**config.mk**
```make
export PLATFORM = sky130hd
export DESIGN_NAME = fsquare_seq
export DESIGN_NICKNAME = d
export VERILOG_FILES = /design/src/rtl/fsquare_seq.sv
export SDC_FILE = /design/constraint.sdc
export NUM_CORES = 1
export LEC_CHECK = 0
export ABC_AREA = 1
export CAP_MARGIN = 20
export CORE_MARGIN = 1.5
export CORE_UTILIZATION = 35
export CTS_CLUSTER_DIAMETER = 60
export DETAILED_ROUTE_END_ITERATION = 12
export GPL_TIMING_DRIVEN = 0
export SYNTH_ARGS = -nofsm -noshare
export SYNTH_HDL_FRONTEND = slang
export SYNTH_SLANG_ARGS = --single-unit
```
**constraint.sdc**
```tcl
create_clock -name clk -period 3.9 [get_ports clk]
set_clock_uncertainty 0.05 [all_clocks]
set_input_delay 0.585 -clock clk [delete_from_list [all_inputs] [get_ports clk]]
set_output_delay 0.585 -clock clk [all_outputs]
set_load 0.005 [all_outputs]
```
**src/rtl/fsquare_seq.sv**
```systemverilog
// rtl/fsquare_seq.sv - iterative single-precision squarer, truncating, flush-to-zero
module fsquare_seq #(
    parameter int MANT_W   = 24,
    parameter int EXP_BIAS = 127
) (
    input  logic        clk,
    input  logic        rst,
    input  logic        start,
    input  logic [31:0] a,
    output logic        busy,
    output logic        done,
    output logic [31:0] s
);

    typedef enum logic [1:0] {IDLE, MUL, NORM, DONE} state_t;

    state_t                  state, state_nxt;
    logic [7:0]              exp_r;
    logic [MANT_W-1:0]       m_r;
    logic [2*MANT_W-1:0]     p_r;
    logic [4:0]              cnt_r;

    logic                    special;
    logic [2*MANT_W-1:0]     addend;
    logic [9:0]              e_base;
    logic [9:0]              e_fin;
    logic [22:0]             frac;
    logic [31:0]             s_calc;

    // Zero/denormal and inf/NaN operands skip the multiplier entirely
    assign special = (a[30:23] == 8'h00) || (a[30:23] == 8'hFF);
    assign busy    = (state != IDLE);
    assign done    = (state == DONE);
    assign addend  = {{MANT_W{1'b0}}, m_r} << cnt_r;

    always_ff @(posedge clk or posedge rst) begin
        if (rst) begin
            state <= IDLE;
        end else begin
            state <= state_nxt;
        end
    end

    always_comb begin
        state_nxt = state;
        case (state)
            IDLE: if (start) state_nxt = special ? NORM : MUL;
            MUL:  if (cnt_r == 5'(MANT_W - 1)) state_nxt = NORM;
            NORM: state_nxt = DONE;
            DONE: state_nxt = IDLE;
            default: state_nxt = IDLE;
        endcase
    end

    // Product of two [1,2) significands lies in [1,4); bit 47 picks the binade
    always_comb begin
        e_base = {1'b0, exp_r, 1'b0} - 10'(EXP_BIAS);
        e_fin  = e_base + {9'd0, p_r[2*MANT_W-1]};
        frac   = p_r[2*MANT_W-1] ? p_r[2*MANT_W-2 -: 23] : p_r[2*MANT_W-3 -: 23];
        s_calc = 32'h0000_0000;
        if (exp_r == 8'h00) begin
            s_calc = 32'h0000_0000;
        end else if (exp_r == 8'hFF) begin
            s_calc = (m_r[22:0] != 23'd0) ? 32'h7FC0_0000 : 32'h7F80_0000;
        end else if ($signed(e_fin) >= 10'sd255) begin
            s_calc = 32'h7F80_0000;
        end else if ($signed(e_fin) <= 10'sd0) begin
            s_calc = 32'h0000_0000;
        end else begin
            s_calc = {1'b0, e_fin[7:0], frac};
        end
    end

    always_ff @(posedge clk or posedge rst) begin
        if (rst) begin
            exp_r <= 8'd0;
            m_r   <= '0;
            p_r   <= '0;
            cnt_r <= 5'd0;
            s     <= 32'd0;
        end else begin
            case (state)
                IDLE: begin
                    if (start) begin
                        exp_r <= a[30:23];
                        m_r   <= {1'b1, a[22:0]};
                        p_r   <= '0;
                        cnt_r <= 5'd0;
                    end
                end
                MUL: begin
                    if (m_r[cnt_r]) p_r <= p_r + addend;
                    cnt_r <= cnt_r + 5'd1;
                end
                NORM: s <= s_calc;
                default: ;
            endcase
        end
    end

endmodule
```
==> results.ini <==
[cells_and_area]
multi_input_area_sq_um=7230
drive_gt1_frac=0.105
nets=2043
syn_to_final_growth_pct=20.0
ff_latch_area_sq_um=2950
fillers=3422
diodes=0
finalInstanceArea_sq_um=13400

[timing]
min_period_ns=3.75
drv_slew=0
hold_viol=0
fmaxAchievable_ghz=0.266
post-route-period-util=0.962
tns_ns=0
slew_headroom=0.591
fin_ws_ns=0.147
finalSetupViolCount=0
worst_pin_slew_ns=0.614
rsz0062_at_grt=true

[cts]
clock-sinks=118
cts-root-buf=clkbuf_16
cts.path.max_buffers=2
cts_tree=yes
cts_buffers=17
cts.clk_slew.worst_paths_ns=0.07
htree_num_levels=4
holdBufCountCts=0
worstSkewPairLatency_ns=0.44

[drt]
wirelength_microns=39300
drc=0
wl_per_cell_microns=16.6
vias=11900
via_per_inst=5.01
dr.pass1.iters=5
drtIter0Drc=940
ant_nets=0

[setup_path]
cp_max_fo=10
required_ns=4.18
setup.worst_path.start=cnt_r[0]
path_class=reg -> reg
end_kind=flop
r2r_setup_slack_ns=0.15
reg2reg_from=cnt_r[0]
arrival_ns=4.03
start_kind=flop

[synthesis]
yosysUniqueCellTypes=48
synth_area_sq_um=11200
yosysMostFrequentCell=nand2_1
syn_inst=1852
yosys.area.top_type=dfrtp_1
yosys_warnings=0
yosys-top-cells-count=769 x nand2_1, 254 x inv_1, 133 x nor2_1
synth_edf_count=0
yosys-top-cells-area=dfrtp_1 26%, nand2_1 26%, inv_1 8.5%
postSynth.asyncResetShare=1.00
yosysTopAreaCellShare=0.264
synthesis.nets=1942
post_synth.cell_area_avg_sq_um=6.04
yosysSeqAreaShare=0.264
ys_ff_latch=118
synthFlopType=dfrtp_1

[global_route]
grt_pass1_wl_microns=60700
grt_max_degree=95
grtUsageTotal=0.239
grt_pass1_vias=11100
antenna_found_initial=1
globalRouteOverflowTotal=0

[floorplan]
dieArea_sq_um=33000
io_pins=69
core_area_sq_um=31500
initial_core_util=0.355
rows=65
die_height_microns=182
die_x_microns=182

[place]
dpl_cell_area_sq_um=12400
port_buffers=66
hpwlAfterDp_microns=31600
dp_slack_ns=-0.189
gp_congestion=0.980

[flow_run]
drv_cap=0

[outcome]
outcome=finished clean

[min_path]
worst_hold_path_type=in -> async

[final timing paths]
kind                            endpoint  cells past startpoint
worst max-delay path             p_r[42]                     22
worst min-delay path             m_r[20]                      2
worst max register to register   p_r[42]                     22
worst min register to register     s[17]                      2
max in group asynchronous          s[10]                      3
min in group clk                   s[17]                      2
[cell usage in the layout (no fill, tap or decap), types with 5 or more instances in the layout]
cell / instances
a21oi_1: 52
and2_1: 14
buf_1: 7
buf_2: 10
buf_4: 22
buf_6: 10
clkbuf_1: 23
clkbuf_16: 17
clkdlybuf4s50_1: 66
clkinvlp_4: 5
dfrtp_1: 117
ha_1: 46
inv_1: 253
inv_2: 7
inv_6: 5
mux2_2: 9
mux2i_1: 7
nand2_1: 763
nand2_2: 8
nand3_1: 98
nand3_2: 25
nand3b_1: 11
nand4_1: 25
nor2_1: 102
nor2_2: 25
nor2_4: 12
nor3_1: 8
nor4_1: 6
o21a_1: 5
o21ai_0: 66
o21ai_1: 33
o21ai_2: 12
o21bai_1: 6
o22ai_1: 9
xor2_1: 25
[cell families after synthesis]
group | after synthesis | synth area share
XOR/XNOR | 28 | 0.0226
other | 1 | 0.000335
flip-flops | 118 | 0.264
buffers and inverters | 323 | 0.122
AO/OA/AOI/OAI | 198 | 0.0951
AND/OR/NAND/NOR | 1113 | 0.419
multiplexers | 16 | 0.0153
adder cells (fa/ha/maj) | 55 | 0.0622
[per-stage QoR]
stage	hold WS [ns]	instances	util
5_1_grt	0.444	2368	0.426
3_3_place_gp	0.411	2320	0.392
6_report	0.424	2368	0.426
2_1_floorplan	0.405	1852	-
3_5_place_dp	0.414	2321	0.393
4_1_cts	0.425	2353	0.412
[registers in the layout, summed over array words and instances, names as in the netlist]
| name | flops |
|---|---|
| exp_r | 8 |
| s | 31 |
| m_r | 24 |
| p_r | 48 |
| state | 2 |
| cnt_r | 5 |
[routing by layer]
layer / vias up / part of all wire / track usage
met1: 5475 / 0.47 / 0.331
met2: 344 / 0.45 / 0.388
met4: 2 / 0.022 / 0.0683
li1: 6000 / - / -
met3: 45 / 0.055 / 0.0315
met5: - / 0.00033 / 0
[final cells by class]
class | count | area share
Sequential cell | 118 | 0.220
Tap cell | 402 | 0.0375
Clock inverter | 13 | 0.00914
Multi-Input combinational cell | 1411 | 0.538
Buffer | 61 | 0.0289
Inverter | 262 | 0.0739
Timing Repair Buffer | 82 | 0.0597
Clock buffer | 19 | 0.0323
[critical path, cell delays in order (launching register included)]
cell	delay [ns]
dfrtp_1	0.40
buf_6	0.14
buf_4	0.17
buf_4	0.19
nand2_1	0.07
o21ai_1	0.09
o21ai_1	0.22
mux2i_1	0.15
or2_1	0.25
o211ai_1	0.11
o21ai_1	0.22
ha_4	0.37
nand2_1	0.11
nor2_2	0.15
nand2_1	0.15
inv_1	0.11
nand3_1	0.13
nor2_1	0.12
nand2_1	0.16
nand3_1	0.13
nand2_1	0.06
nand3_1	0.06
nand2_1	0.05
[repair_timing]
item,CTS,global route
gates resized for setup,12,113
setup buffers,0,15
endpoints found under the setup margin,17,30
pin swaps,1,18
gates cloned,0,0
Power is not shown: default switching activity piles up to over one toggle a cycle in this logic, so the estimate is an artifact.
